===== src/rtl/pipe_run_ctrl.sv =====
// Run/stop/single-step/breakpoint controller for the 5-stage pipeline.
// Produces the pipeline advance enable and keeps the debug cycle/retire counters.
module pipe_run_ctrl #(
    parameter int CNT_W  = 32,
    parameter int STEP_W = 8
) (
    input  logic              clock,
    input  logic              reset,
    input  logic              run_req,
    input  logic              stop_req,
    input  logic              step_req,
    input  logic [STEP_W-1:0] step_count,
    input  logic              bp_enable,
    input  logic [31:0]       bp_addr,
    input  logic [31:0]       pc_if,
    input  logic              retire,
    input  logic              clr_cnt,
    output logic              pipe_en,
    output logic [1:0]        state,
    output logic              bp_hit,
    output logic [CNT_W-1:0]  cycle_cnt,
    output logic [CNT_W-1:0]  retire_cnt
);

    typedef enum logic [1:0] {
        ST_HALT  = 2'b00,
        ST_RUN   = 2'b01,
        ST_STEP  = 2'b10,
        ST_BREAK = 2'b11
    } run_state_e;

    typedef enum logic [1:0] {
        REQ_NONE,
        REQ_STEP,
        REQ_RUN,
        REQ_STOP
    } req_e;

    run_state_e        state_q, state_d;
    logic [STEP_W-1:0] step_rem_q, step_rem_d;
    logic              bp_skip_q, bp_skip_d;
    logic              bp_hit_q, bp_hit_d;
    logic              bp_match;
    logic              step_ok;
    req_e              req;

    // Only the highest-priority request of a cycle is ever acted on.
    always_comb begin
        if (stop_req)      req = REQ_STOP;
        else if (run_req)  req = REQ_RUN;
        else if (step_req) req = REQ_STEP;
        else               req = REQ_NONE;
    end

    assign step_ok  = (req == REQ_STEP) && (step_count != '0);
    assign bp_match = bp_enable && (pc_if == bp_addr) && !bp_skip_q;
    assign pipe_en  = ((state_q == ST_RUN) || (state_q == ST_STEP)) && !bp_match;

    always_comb begin
        // NOTE: every variable gets a default before the case so no path leaves one unassigned (no latches).
        state_d    = state_q;
        step_rem_d = step_rem_q;
        bp_hit_d   = 1'b0;
        bp_skip_d  = pipe_en ? 1'b0 : bp_skip_q;

        unique case (state_q)
            ST_HALT: begin
                if (req == REQ_RUN) begin
                    state_d = ST_RUN;
                end else if (step_ok) begin
                    state_d    = ST_STEP;
                    step_rem_d = step_count;
                end
            end

            ST_RUN: begin
                if (req == REQ_STOP) begin
                    state_d = ST_HALT;
                end else if (bp_match) begin
                    state_d  = ST_BREAK;
                    bp_hit_d = 1'b1;
                end
            end

            ST_STEP: begin
                if (req == REQ_STOP) begin
                    state_d    = ST_HALT;
                    step_rem_d = '0;
                end else if (bp_match) begin
                    state_d    = ST_BREAK;
                    step_rem_d = '0;
                    bp_hit_d   = 1'b1;
                end else if (req == REQ_RUN) begin
                    state_d    = ST_RUN;
                    step_rem_d = '0;
                end else if (step_rem_q <= STEP_W'(1)) begin
                    state_d    = ST_HALT;
                    step_rem_d = '0;
                end else begin
                    step_rem_d = step_rem_q - STEP_W'(1);
                end
            end

            ST_BREAK: begin
                // Resuming sets bp_skip so the held PC at bp_addr is fetched once.
                if (req == REQ_STOP) begin
                    state_d = ST_HALT;
                end else if (req == REQ_RUN) begin
                    state_d   = ST_RUN;
                    bp_skip_d = 1'b1;
                end else if (step_ok) begin
                    state_d    = ST_STEP;
                    step_rem_d = step_count;
                    bp_skip_d  = 1'b1;
                end
            end
        endcase
    end

    always_ff @(posedge clock) begin
        // NOTE: sequential state uses non-blocking assignments so all registers update from pre-edge values.
        if (reset) begin
            state_q    <= ST_HALT;
            step_rem_q <= '0;
            bp_skip_q  <= 1'b0;
            bp_hit_q   <= 1'b0;
        end else begin
            state_q    <= state_d;
            step_rem_q <= step_rem_d;
            bp_skip_q  <= bp_skip_d;
            bp_hit_q   <= bp_hit_d;
        end
    end

    // Saturating counters; a clear beats a same-cycle increment.
    always_ff @(posedge clock) begin
        if (reset || clr_cnt) begin
            cycle_cnt  <= '0;
            retire_cnt <= '0;
        end else begin
            if (pipe_en && !(&cycle_cnt))
                cycle_cnt <= cycle_cnt + CNT_W'(1);
            if (pipe_en && retire && !(&retire_cnt))
                retire_cnt <= retire_cnt + CNT_W'(1);
        end
    end

    assign state  = state_q;
    assign bp_hit = bp_hit_q;

    a_no_en_when_stopped: assert property (@(posedge clock) disable iff (reset)
        !(pipe_en && (state_q == ST_HALT || state_q == ST_BREAK)));
    a_hit_only_in_break: assert property (@(posedge clock) disable iff (reset)
        bp_hit_q |-> (state_q == ST_BREAK));
    a_step_rem_live: assert property (@(posedge clock) disable iff (reset)
        (state_q == ST_STEP) |-> (step_rem_q != '0));

endmodule


===== config.mk =====
export PLATFORM = sky130hd
export DESIGN_NAME = pipe_run_ctrl
export DESIGN_NICKNAME = d
export VERILOG_FILES = /design/src/rtl/pipe_run_ctrl.sv
export SDC_FILE = /design/constraint.sdc
export NUM_CORES = 1
export LEC_CHECK = 0
export CORE_MARGIN = 2
export CORE_UTILIZATION = 45
export DETAILED_ROUTE_END_ITERATION = 7
export GPL_TIMING_DRIVEN = 0
export PLACE_DENSITY = 0.79
export SLEW_MARGIN = 40
export SYNTH_ARGS = -nofsm -noshare
export SYNTH_HDL_FRONTEND = slang
export SYNTH_SLANG_ARGS = --single-unit
export TNS_END_PERCENT = 100

===== constraint.sdc =====
create_clock -name clock -period 4.2 [get_ports clock]
set_input_delay 0.42 -clock clock [delete_from_list [all_inputs] [get_ports clock]]
set_output_delay 0.42 -clock clock [all_outputs]
set_load 0.02 [all_outputs]

==> metrics.csv <==
metric,value,unit
outcome,"finished, final reports clean",
Post-CTS Hold Fix Bufs,0,
post-synthesis compound-gate area fraction,13.9,%
crit-path leading delay family,buffers and inverters,
number of nets in the layout,793,
Die Area,10700,sq um
number of synthesized flops with an enable pin,0,
clk root buf,clkbuf_8,
Total Power,1.55,mW
# IOs,148,
share of cells above drive strength 1,6.63,%
Sink Count,76,
multiplexer share of the synthesized area,0.676,%
CP required,3.78,ns
synthesis-to-finish area growth,41.5,%
cell area after layout,6290,sq um
Seq cells post-synth,76,
cell mode on critical path,clkdlybuf4s50_1,
Via Count,4703,
ys flop type,dfxtp_1,
gr usage total,24.5,%
first-pass detailed-route iteration total,5,
Synth cell types,66,
class of the worst hold path,reg -> reg,
Final Setup Violations,0,
fin worst setup slack,0.505,ns
sequential area share after synthesis,34.2,%
largest family of logic cells by synthesized area,simple AND/OR/NAND/NOR gates,
Hold WS,0.486,ns
final wirelength,12900,um
Worst-Margin Slew,0.754,ns
Die H,103,um
WL per Instance,15.4,um
number of slew-limit violations in the final report,0,
Reg2Reg Depth,8,
cts bufs inserted,9,
CP bufs+invs,4,
switch share,26.9,%
first-pass GRT wire length,21000,um
number of global-route vias before repair,4618,
async set-reset flop share out of synthesis,0,%
DRC violations left,0,
VDD IR max,0.000133,V
worst min-delay path startpoint,step_rem_q[7],
"Core Util, Final",64.9,%
"CTS clk-pin slew, worst paths",0.09,ns
routability congestion estimate,0.886,
share of power burned in registers,47.5,%
CP Capture Type,primary output,
number of cells after detailed placement,826,
crit-path cells,clkdlybuf4s50_1 -> xnor2_1 -> nand4_1 -> or4_4 -> o31ai_4 -> buf_2 -> inv_1 -> clkdlybuf4s50_1,
# rows,36,
Fin. Hold Viols,0,
initial antenna violation count,0,
setup TNS,0,ns
Max Cap Viol,0,
combinational power share,15.7,%
worst skew pair latency,0.36,ns
worst-path fanout max,10,
pwr dens,246,nW/um^2
Syn. warnings,0,
clk_skew,0.0110,ns
period utilisation layout,88.0,%
pre-CTS WS,0.548,ns
Max Root-Sink Buffers,2,
via density per instance,5.59,
placed inst area,6090,sq um
worst r2r src,cycle_cnt[11],
Crit. path cell count,8,
Non-Filler Instances,842,
gr ovfl total,0,
CTS tree,built,
Syn Area/Cell,8.14,sq um
synthesized area,4440,sq um
Worst setup SP type,input port,
Crit Reg-Reg Endpoint,cycle_cnt[18],
largest net degree at the start of global routing,15,
fin crit period,3.70,ns
initial core utilization,45.9,%
cts repair resizes,0,
"Net Count, Synth",635,
Slew headroom,49.4,%
setup repair bufs after CTS,0,
internal power,1.13,mW
initial drt markers,225,
crit path max-delay cell type,or4_4,
Synth Area in Adders,2.53,%
fmax,271,MHz
Switch Pwr,0.417,mW
Post-Synth XOR/XNOR Area,13.6,%
Clk pwr share,36.8,%
Max H-tree Level,3,
R2R setup slack,1.49,ns
Simple-Gate Fraction of Synth Area,30.9,%
signal arrival time at the worst endpoint,3.28,ns
Syn Inst Count,546,
PortBufs,147,
die width,103,um
biggest cell delay along the critical path,0.57,ns
core area,9680,sq um
P_leak,1.97,nW
DPL Wire Length,9990,um
worst setup path endpoint,pipe_en,
RSZ-0062 raised after global routing,false,
Diodes inserted,0,
Final ANT Viol Nets,0,
CP startpoint,bp_addr[16],
Crit Path Category,in -> out,
-- synthesized netlist by cell type (9+ instances only) --
cell,n,area [sq um]
a21oi_1,31,155
clkbuf_1,11,41.3
dfxtp_1,76,1520
ha_1,9,113
inv_1,23,86.3
nand2_1,38,143
nand3_1,24,120
nand4_1,18,113
nor2_1,58,218
nor3_1,24,120
nor4_1,21,131
o21ai_0,15,75.1
or3_1,14,87.6
xnor2_1,53,464
xor2_1,16,140
-- placed cells by master (no fill, tap or decap), drive strengths merged, types with 5 or more instances in the layout --
master           n
nand4           19
xnor2           53
or2              5
buf              8
or4              6
ha               9
nand3           24
and3             5
or3             16
nor4            22
a21oi           31
nor2            59
nand2b           6
o31ai            5
clkbuf          20
inv             25
nand2           38
dfxtp           76
o21ai           16
xor2            16
clkdlybuf4s50  147
nor3            27
-- flip-flops by register name, summed over array words and instances, names as in the netlist --
signal      cells
bp_hit          1
bp_skip_q       1
state           2
step_rem_q      8
cycle_cnt      32
retire_cnt     32
-- area by class of cell --
class / count / area (sq um)
Clock inverter: 7 / 75.1
Inverter: 24 / 90.1
Fill cell: 824 / 3400
Multi-Input combinational cell: 427 / 2750
Timing Repair Buffer: 147 / 1470
Sequential cell: 76 / 1520
Clock buffer: 9 / 124
Tap cell: 133 / 166
Buffer: 19 / 92.6
-- cells by family after synthesis --
group                    count (synthesis)
AND/OR/NAND/NOR                        253
AO/OA/AOI/OAI                           93
flip-flops                              76
XOR/XNOR                                69
buffers and inverters                   43
adder cells (fa/ha/maj)                  9
multiplexers                             3
-- tightest hold or removal path, delay by kind of cell, from the launching register on --
kind | cells | cell delay [ns]
AOI/OAI and AO/OA | 1 | 0.07
buffers and inverters | 1 | 0.05
DFF | 1 | 0.32
-- per-layer routing --
| metal | up-vias | GRT usage, % | routed length [um] | share of wire, % |
|---|---|---|---|---|
| met4 | 0 | 9.51 | 282 | 2.2 |
| li1 | 2294 | - | - | - |
| met3 | 29 | 5.91 | 996 | 7.7 |
| met2 | 200 | 44.4 | 6560 | 51 |
| met5 | - | 0 | 0 | 0 |
| met1 | 2180 | 27.6 | 5110 | 39 |
-- worst min-delay path by stage --
stage / cells after the start / end
floorplan: 2 / bp_skip_q
global placement: 2 / step_rem_q[7]
detailed placement: 2 / step_rem_q[7]
CTS: 2 / step_rem_q[7]
global route: 2 / bp_skip_q
finish: 2 / step_rem_q[7]
-- power by group through the flow --
stage	clock network (mW)	registers (mW)	logic (mW)
floorplan	0	0.752	0.116
global placement	0	0.751	0.236
detailed placement	0	0.752	0.241
CTS	0.579	0.735	0.242
global route	0.607	0.736	0.264
finish	0.570	0.735	0.243
Power figures use the tool's default switching activity.
